--- src/rtl/uart_tx_frame.sv ---
// UART frame serializer: start bit, LSB-first data, optional parity, 1 or 2 stop bits.
// All outputs are registered; tx_done pulses for one cycle as the frame completes.
module uart_tx_frame #(
    parameter int unsigned DATA_W       = 8,
    parameter int unsigned CLKS_PER_BIT = 4,
    parameter int unsigned PARITY       = 0,
    parameter int unsigned STOP_BITS    = 1
) (
    input  logic              clk,
    input  logic              rst,
    input  logic              tx_ena,
    input  logic [DATA_W-1:0] tx_data,
    output logic              tx,
    output logic              tx_busy,
    output logic              tx_done
);

    localparam int unsigned TimerW = (CLKS_PER_BIT > 1) ? $clog2(CLKS_PER_BIT) : 1;
    localparam int unsigned CntW   = $clog2(DATA_W + 1);

    localparam logic [TimerW-1:0] TimerMax = TimerW'(CLKS_PER_BIT - 1);
    localparam logic [CntW-1:0]   LastData = CntW'(DATA_W - 1);
    localparam logic [CntW-1:0]   LastStop = CntW'(STOP_BITS - 1);

    typedef enum logic [2:0] {StIdle, StStart, StData, StPar, StStop} state_e;

    state_e              state_q, state_d;
    logic [TimerW-1:0]   timer_q, timer_d;
    logic [CntW-1:0]     cnt_q, cnt_d;
    logic [DATA_W-1:0]   shift_q, shift_d;
    logic                par_q, par_d;
    logic                tx_q, tx_d;
    logic                busy_q, busy_d;
    logic                done_q, done_d;

    logic                bit_end;

    assign bit_end = (timer_q == TimerMax);

    always_comb begin
        state_d = state_q;
        timer_d = timer_q;
        cnt_d   = cnt_q;
        shift_d = shift_q;
        par_d   = par_q;
        tx_d    = tx_q;
        busy_d  = busy_q;
        done_d  = 1'b0;

        unique case (state_q)
            StIdle: begin
                tx_d   = 1'b1;
                busy_d = 1'b0;
                if (tx_ena) begin
                    shift_d = tx_data;
                    par_d   = (PARITY == 2) ? ~(^tx_data) : (^tx_data);
                    state_d = StStart;
                    timer_d = '0;
                    cnt_d   = '0;
                    tx_d    = 1'b0;
                    busy_d  = 1'b1;
                end
            end
            StStart: begin
                if (bit_end) begin
                    timer_d = '0;
                    state_d = StData;
                    tx_d    = shift_q[0];
                end else begin
                    timer_d = timer_q + 1'b1;
                end
            end
            StData: begin
                if (bit_end) begin
                    timer_d = '0;
                    shift_d = shift_q >> 1;
                    if (cnt_q == LastData) begin
                        cnt_d = '0;
                        if (PARITY != 0) begin
                            state_d = StPar;
                            tx_d    = par_q;
                        end else begin
                            state_d = StStop;
                            tx_d    = 1'b1;
                        end
                    end else begin
                        cnt_d = cnt_q + 1'b1;
                        // Drive the next bit now so tx lands on the bit boundary.
                        tx_d  = shift_q[1];
                    end
                end else begin
                    timer_d = timer_q + 1'b1;
                end
            end
            StPar: begin
                if (bit_end) begin
                    timer_d = '0;
                    state_d = StStop;
                    tx_d    = 1'b1;
                end else begin
                    timer_d = timer_q + 1'b1;
                end
            end
            StStop: begin
                if (bit_end) begin
                    timer_d = '0;
                    if (cnt_q == LastStop) begin
                        cnt_d   = '0;
                        state_d = StIdle;
                        busy_d  = 1'b0;
                        done_d  = 1'b1;
                    end else begin
                        cnt_d = cnt_q + 1'b1;
                    end
                end else begin
                    timer_d = timer_q + 1'b1;
                end
            end
            default: begin
                state_d = StIdle;
                tx_d    = 1'b1;
                busy_d  = 1'b0;
            end
        endcase
    end

    always_ff @(posedge clk or posedge rst) begin
        if (rst) begin
            state_q <= StIdle;
            timer_q <= '0;
            cnt_q   <= '0;
            shift_q <= '0;
            par_q   <= 1'b0;
            tx_q    <= 1'b1;
            busy_q  <= 1'b0;
            done_q  <= 1'b0;
        end else begin
            state_q <= state_d;
            timer_q <= timer_d;
            cnt_q   <= cnt_d;
            shift_q <= shift_d;
            par_q   <= par_d;
            tx_q    <= tx_d;
            busy_q  <= busy_d;
            done_q  <= done_d;
        end
    end

    assign tx      = tx_q;
    assign tx_busy = busy_q;
    assign tx_done = done_q;

endmodule

--- config.mk ---
export PLATFORM = sky130hd
export DESIGN_NAME = uart_tx_frame
export DESIGN_NICKNAME = d
export VERILOG_FILES = /design/src/rtl/uart_tx_frame.sv
export SDC_FILE = /design/constraint.sdc
export NUM_CORES = 1
export LEC_CHECK = 0
export ABC_AREA = 1
export CORE_MARGIN = 2
export CORE_UTILIZATION = 55
export CTS_CLUSTER_DIAMETER = 100
export DETAILED_ROUTE_END_ITERATION = 8
export PLACE_DENSITY = 0.77
export SKIP_CTS_REPAIR_TIMING = 1
export SYNTH_ARGS = -nofsm -noshare
export SYNTH_HDL_FRONTEND = slang
export SYNTH_SLANG_ARGS = --single-unit
--- constraint.sdc ---
create_clock -name clk -period 2.1 [get_ports clk]
set_input_delay 0.21 -clock clk [delete_from_list [all_inputs] [get_ports clk]]
set_output_delay 0.21 -clock clk [all_outputs]
set_load 0.01 [all_outputs]
# Yosys cells after proc, flatten, opt, wreduce, memory -nomap -nowiden
# Index checks and enable logic that the tools add are counted.
[op_classes]
add_sub_neg = 2
muxes = 33
n_eq_ne = 13
n_bitwise = 2
n_reduce_logical = 13
[ops]
columns = ["operator", "count"]
rows = [
  ["3-bit two-way mux", 7],
  ["4-bit two-way mux", 5],
  ["8-bit two-way mux", 2],
  ["8-bit case mux with 2 select lines", 1],
  ["3-bit case mux with 5 select lines", 1],
  ["2-bit != test (second input constant)", 7],
  ["4-bit case mux with 3 select lines", 1],
  ["1-bit two-way mux", 11],
  ["4-bit AND reduction", 2],
  ["7-bit AND reduction", 1],
  ["3-bit by 2-bit equality test with 1-bit output (second input constant)", 2],
  ["3-bit AND reduction", 2],
  ["1-bit case mux with 5 select lines", 1],
  ["4-bit by 1-bit adder with 4-bit output (second input constant)", 1],
  ["4-bit by 3-bit equality test with 1-bit output (second input constant)", 1],
  ["4-bit zero test", 1],
  ["2-bit two-way mux", 2],
  ["2-bit case mux with 2 select lines", 1],
  ["2-bit nonzero test", 2],
  ["4-bit OR reduction", 1],
  ["3-bit by 1-bit equality test with 1-bit output (second input constant)", 1],
  ["3-bit equality test (second input constant)", 1],
  ["3-bit zero test", 1],
  ["1-bit case mux with 3 select lines", 1],
  ["other kinds (6)", 7],
]
[totals]
word_cells = 70
output_inout_bits = 3
reg_bits = 20
inputBits = 11

# Logic depth before layout (Yosys ltp)
# Gate-level depths: netlist of run 1.
[depth]
ltp_word = 4
depth_mapped = 9
ltp_nobuf = 9

# Worst setup path before layout of run 1
# Ideal clock, no wire load.
[synth_timing]
path_kind = "flip-flop to flip-flop"
from = "register state_q[0]"
to = "register shift_q[0]"
arrival_ps = 1188
t_required_ps = 1977
setup_slack_ps = 788
period_less_slack_ps = 1312
path_buffers = 1
path_stages_with_launch = 8
setup_ps = 123
path_cell_list = "dfrtp_1 -> inv_1 -> nand2_1 -> o21ai_2 -> nand2_8 -> buf_12 -> nand2_2 -> o21ai_2"
[synth_via]
elab_chain_cells = 3
word_cells_on_any_way = 7
classes_between = "eq/ne (3); mux (1); reduce/logical (3)"
[synth_lines]
columns = ["item", "line", "rtl"]
rows = [
  ["start: declaration", "27", "state_e state_q, state_d;"],
  ["start signal: assignment", "129", "state_q <= StIdle;"],
  ["start signal: assignment", "138", "state_q <= state_d;"],
  ["3-bit by 2-bit equality test with 1-bit output or 3-bit zero test (tied branches)", "50", "unique case (state_q)"],
  ["2-bit != test (no line) or 2-bit nonzero test (tied branches)", "n/a", ""],
  ["3-bit AND reduction (no line)", "n/a", ""],
  ["end signal: assignment", "141", "shift_q <= shift_d;"],
  ["end: declaration", "30", "logic [DATA_W-1:0] shift_q, shift_d;"],
]
# Several ways; a longest one is shown, not always the timed one.
# A chain may end at the register's enable or synchronous reset.

# Worst setup path after layout of run 1
[layout_timing]
from = "register tx_q, in the netlist tx"
to = "output port tx"
[layout_rtl]
columns = ["item", "line", "rtl"]
rows = [
  ["start: declaration", "32", "logic tx_q, tx_d;"],
  ["start signal: assignment", "143", "tx_q <= tx_d;"],
  ["end: declaration", "13", "output logic tx,"],
]
# No word-level cell between the ends.

==> results of run 1 <==
==> worst min-delay path by stage <==
stage                           startpoint                endpoint  cells past startpoint
floorplan                              rst    cnt_q[0]$_DFFE_PP0P_                      1
global placement    shift_q[4]$_DFFE_PP0P_  shift_q[4]$_DFFE_PP0P_                      2
detailed placement     tx_busy$_DFFE_PP0P_     tx_busy$_DFFE_PP0P_                      2
CTS                                    rst    cnt_q[2]$_DFFE_PP0P_                      2
global route                           rst  shift_q[7]$_DFFE_PP0P_                      2
finish                                 rst    cnt_q[2]$_DFFE_PP0P_                      2
==> where the power goes <==
part / total (mW) / switching [mW] / internal [mW]
Clock: 0.227 / 0.121 / 0.106
Sequential: 0.667 / 0.120 / 0.546
Combinational: 1.09 / 0.676 / 0.417
Total: 1.99 / 0.918 / 1.07
==> per-layer routing <==
metal / global-route usage / vias to the layer above
li1: - / 527
met1: 0.2765 / 477
met2: 0.3611 / 23
met3: 0.02632 / 6
met4: 0.09649 / 0
met5: 0 / -
==> logic make-up after synthesis <==
kind of cell | after synthesis | share of synthesized area
simple gates | 84 | 0.3333
compound gates | 25 | 0.1358
fa+ha+maj | 3 | 0.03040
flops | 20 | 0.4063
xor+xnor | 1 | 0.007093
buf+inv | 21 | 0.08713
==> stage by stage <==
step / std cells / worst slack [ns]
2_1_floorplan: 154 / 0.7884
3_3_place_gp: 194 / 0.6624
3_5_place_dp: 194 / 0.6073
4_1_cts: 198 / 0.5167
5_1_grt: 198 / 0.4115
6_report: 198 / 0.5212
==> placed cells by master (no fill, tap or decap), types with 2 or more instances in the layout <==
cell type,netlist,routed
nand3_2,2,2
nand3_1,15,15
inv_4,2,2
ha_1,3,3
nand2_2,11,11
or2_2,6,6
o21ai_2,9,9
nor2_2,2,2
o21ai_0,12,12
nor2_1,14,14
inv_1,17,17
nand2_1,32,32
clkdlybuf4s50_1,0,13
clkbuf_4,0,3
dfrtp_1,19,19
==> sequential cells by signal (all words and copies together) (netlist names) <==
register and flops:
shift_q 8, cnt_q 4, state_q 3, timer_q 2, tx 1, tx_busy 1, tx_done 1
==> layout make-up <==
class                           count  area, um2  share of cell area
Multi-Input combinational cell    113      625.6              0.4429
Sequential cell                    20      501.7              0.3552
Timing Repair Buffer               14      137.6             0.09743
Inverter                           19      76.32             0.05403
Clock buffer                        4      36.28             0.02569
Tap cell                           28      35.03             0.02480
==> results.py, run 1 <==
metrics = {
    "timing": {
        "tightest_slew_ns": 0.7480,
        "slew_viol_final": 0,
        "hold_ws_ns": 0.3258,
        "setup_viol_count_final": 0,
        "fin_tns_setup_ns": 0,
        "fmax_mhz": 633.4,
        "rsz0062_at_grt": "no",
        "period_needed_ns": 1.579,
        "skew_ns": 0.0009280,
        "timing.slew.headroom": 0.5008,
        "fin_crit_sh": 0.7518,
        "hold_viol_final": 0,
    },
    "drt": {
        "met1_length_mm": 1.116,
        "highest_layer": "met4",
        "dr.pass1.iters": 4,
        "vias": 1033,
        "totalWireLength_mm": 2.374,
        "avgRoutedWirePerCell_um": 11.99,
        "route.met3.wl_um": 53,
        "drc": 0,
        "route.met2.wl_mm": 1.156,
        "via_per_inst": 5.217,
        "dr.first_iter.drc_count": 39,
        "antenna_left": 0,
    },
    "synthesis": {
        "yosysTopAreaCellShare": 0.3850,
        "postSynthAreaPerCell_um2": 8.019,
        "yosysTopAreaCell": "dfrtp_1",
        "ys_top_cells_by_count": "nand2_1 (32), dfrtp_1 (19), inv_1 (17), nand3_1 (15), nor2_1 (14)",
        "seq_area_frac_synth": 0.4063,
        "synth_area_leaders": "dfrtp_1 (39%), nand2_1 (9.7%), o21ai_2 (6.4%)",
        "postSynth.asyncResetShare": 1.000,
        "syn_area_um2": 1235,
        "yosys_warnings": 0,
        "ys_seq_elements": 20,
        "synth_cell_types": 23,
        "synthFlopType": "dfrtp_1",
        "synth.net_count": 168,
        "syn_inst": 154,
        "synth.most_common_cell": "nand2_1",
        "synth-edff-count": 0,
    },
    "worst_setup_path": {
        "critPathCaptureType": "output port",
        "cp.depth": 1,
        "cp_top_family": "flip-flops",
        "critical_path.startpoint": "tx$_DFFE_PP1P_",
        "crit_slowest_cell": "dfstp_2",
        "critPathArrivalTime_ns": 1.37,
        "crit_type": "reg2out",
        "crit_path_max_incr_delay_ns": 0.54,
        "cp_max_fo": 2,
        "cp-start-kind": "flop",
        "cp-endpoint": "tx",
        "crit_path_cell_trace": "clkdlybuf4s50_1",
        "reg2regPathDepth": 7,
        "reg2reg_to": "tx$_DFFE_PP1P_",
        "critPathRequiredTime_ns": 1.89,
        "timing.critical_path.buf_inv": 1,
        "rrSetupSlack_ns": 0.58,
        "worstReg2RegStart": "state_q[1]$_DFFE_PP0P_",
    },
    "cts": {
        "cts-root-buf": "clkbuf_4",
        "numCtsBuffers": 3,
        "cts_tree": "done",
        "clkSinkCount": 20,
        "cts.clk_slew.worst_paths_ns": 0.11,
        "cts_buffer_depth": 2,
        "h-tree-depth": 1,
        "insertion_delay_ns": 0.30,
    },
    "outcome": {
        "outcome": "completed",
    },
    "global_route": {
        "grt_first_pass_wirelength_mm": 4.236,
        "overflow": 0,
        "antenna_found_initial": 0,
        "grtUsageTotal": 0.2152,
        "grt_max_degree": 21,
        "grt_pass1_vias": 998,
    },
    "pwr": {
        "powerDensity_nw_per_um2": 1407,
        "finalPower_mw": 1.988,
        "ir_worst_vdd_mv": 0.9419,
        "p_leak_nw": 0.6873,
    },
    "die": {
        "coreArea_um2": 2170,
        "initial_core_util": 0.5692,
        "die_w_um": 51.39,
        "num_rows": 17,
        "die_y_um": 51.39,
        "die_area_um2": 2640,
        "io_pins": 14,
    },
    "layout": {
        "syn_to_final_growth_pct": 14.39,
        "fin_util": 0.6511,
        "num-fill-cells": 197,
        "fin_area_um2": 1413,
        "insertedDiodeCount": 0,
        "nets": 185,
        "final_layout_size_suffix_gt1_frac": 0.2353,
    },
    "place": {
        "placed_area_um2": 1376,
        "place_hpwl_mm": 1.797,
        "portBuffers": 13,
        "place_congestion": 0.9901,
    },
    "job": {
        "maxCapViolCount": 0,
    },
    "min_path": {
        "hp-class": "in2async",
    },
}
(Power assumes the default switching activity.)
==> inputs of run 2 (changes only) <==
==> constraint.sdc (replaced) <==
create_clock -name clk -period 1.5 [get_ports clk]
set_input_delay 0.15 -clock clk [delete_from_list [all_inputs] [get_ports clk]]
set_output_delay 0.15 -clock clk [all_outputs]
set_load 0.01 [all_outputs]
==> results.py, run 2 (synthesis gave the netlist of run 1 again) <==
metrics = {
    "cts": {
        "cts.clk_slew.worst_paths_ns": 0.11,
        "insertion_delay_ns": 0.30,
        "cts-root-buf": "clkbuf_4",
        "numCtsBuffers": 3,
        "h-tree-depth": 1,
        "clkSinkCount": 20,
        "cts_buffer_depth": 2,
        "cts_tree": "done",
    },
    "worst_setup_path": {
        "critical_path.startpoint": "state_q[1]$_DFFE_PP0P_",
        "cp-endpoint": "tx$_DFFE_PP1P_",
        "worstReg2RegStart": "state_q[1]$_DFFE_PP0P_",
        "rrSetupSlack_ns": 0.08,
        "critPathArrivalTime_ns": 1.66,
        "cp_max_fo": 7,
        "critPathRequiredTime_ns": 1.75,
        "reg2regPathDepth": 6,
        "crit_type": "reg2reg",
        "reg2reg_to": "tx$_DFFE_PP1P_",
        "cp-start-kind": "flop",
        "critPathCaptureType": "flop",
    },
    "drt": {
        "via_per_inst": 5.218,
        "antenna_left": 0,
        "dr.pass1.iters": 4,
        "dr.first_iter.drc_count": 28,
        "totalWireLength_mm": 2.524,
        "drc": 0,
        "vias": 1054,
        "avgRoutedWirePerCell_um": 12.50,
    },
    "die": {
        "num_rows": 17,
        "initial_core_util": 0.5692,
        "die_w_um": 51.39,
        "die_area_um2": 2640,
        "io_pins": 14,
        "coreArea_um2": 2170,
        "die_y_um": 51.39,
    },
    "timing": {
        "slew_viol_final": 0,
        "setup_viol_count_final": 0,
        "hold_viol_final": 0,
        "timing.slew.headroom": 0.7653,
        "fmax_mhz": 705.8,
        "hold_ws_ns": 0.1614,
        "fin_crit_sh": 0.9445,
        "skew_ns": 0.001716,
        "fin_tns_setup_ns": 0,
        "tightest_slew_ns": 0.3484,
        "period_needed_ns": 1.417,
    },
    "layout": {
        "fin_util": 0.6794,
        "syn_to_final_growth_pct": 19.35,
        "final_cell_mix": "nand2_1 (31), dfrtp_1 (18), inv_1 (16)",
        "layout.cells.most_common": "nand2_1",
        "largest-register": "shift_q",
        "final_layout_size_suffix_gt1_frac": 0.2816,
        "nets": 189,
        "reg.largest.list": "shift_q: 8 flops, cnt_q: 4 flops, state_q: 3 flops",
        "largest_reg_flops": 8,
        "insertedDiodeCount": 0,
    },
    "global_route": {
        "grt_first_pass_wirelength_mm": 4.215,
        "grt_pass1_vias": 1029,
        "antenna_found_initial": 0,
        "overflow": 0,
        "grtUsageTotal": 0.2117,
        "grt_max_degree": 21,
    },
    "outcome": {
        "outcome": "completed",
    },
    "pwr": {
        "powerDensity_nw_per_um2": 1981,
        "p_leak_nw": 0.7155,
        "ir_worst_vdd_mv": 1.516,
        "finalPower_mw": 2.919,
    },
    "place": {
        "place_congestion": 0.9582,
        "portBuffers": 13,
        "place_hpwl_mm": 1.888,
    },
    "job": {
        "maxCapViolCount": 0,
    },
    "min_path": {
        "hp-class": "in2async",
    },
}
run 2: changes by cell type in the layout (fill, tap and decap cells not counted), sizes merged:
cell           delta
dlymetal6s2s      +1
clkdlybuf4s50     -1
buf               +4
run 2: report_power, final:
| group | leakage (nW) | internal [mW] | switching [mW] |
|---|---|---|---|
| Clock | 0.0210 | 0.148 | 0.162 |
| Sequential | 0.253 | 0.768 | 0.177 |
| Combinational | 0.442 | 0.645 | 1.02 |
run 2: cell type report:
type / count / area [um2]
fill: 182 / 695.7
timing repair buffer: 18 / 170.2
sequential: 20 / 503.0
inverter: 19 / 76.32
multi-input combinational: 113 / 653.1
clock buffer: 4 / 36.28
tap: 28 / 35.03
run 2: worst min-delay path by stage:
stage                                    from                      to  cells past startpoint
final                                     rst  shift_q[6]$_DFFE_PP0P_                      3
after global placement    tx_busy$_DFFE_PP0P_     tx_busy$_DFFE_PP0P_                      2
after detailed placement  tx_busy$_DFFE_PP0P_     tx_busy$_DFFE_PP0P_                      2
after CTS                                 rst  shift_q[6]$_DFFE_PP0P_                      3
after global routing                      rst  shift_q[6]$_DFFE_PP0P_                      3
after floorplan                           rst    cnt_q[0]$_DFFE_PP0P_                      1
run 2: worst max-delay path, stage by stage, from the launching register on:
cell,delay [ns]
dfrtp_2,0.49
o21ai_0,0.34
nand2_1,0.16
o21ai_0,0.15
nand2_1,0.08
nor2_1,0.09
nor2_1,0.05
run 2: per-stage QoR:
step           worst slack, ns  cell area [um2]  instances
6_report               0.08322             1474        202
5_1_grt              -0.004076             1474        202
4_1_cts               -0.04976             1435        201
3_5_place_dp           0.06371             1399        197
3_3_place_gp           0.07876             1399        197
2_1_floorplan           0.1884             1235        154
run 2: metal layers:
metal	track usage	wire, um
met1	0.2643	1150
met2	0.3654	1231
met3	0.02047	79
met4	0.1009	63
met5	0	0
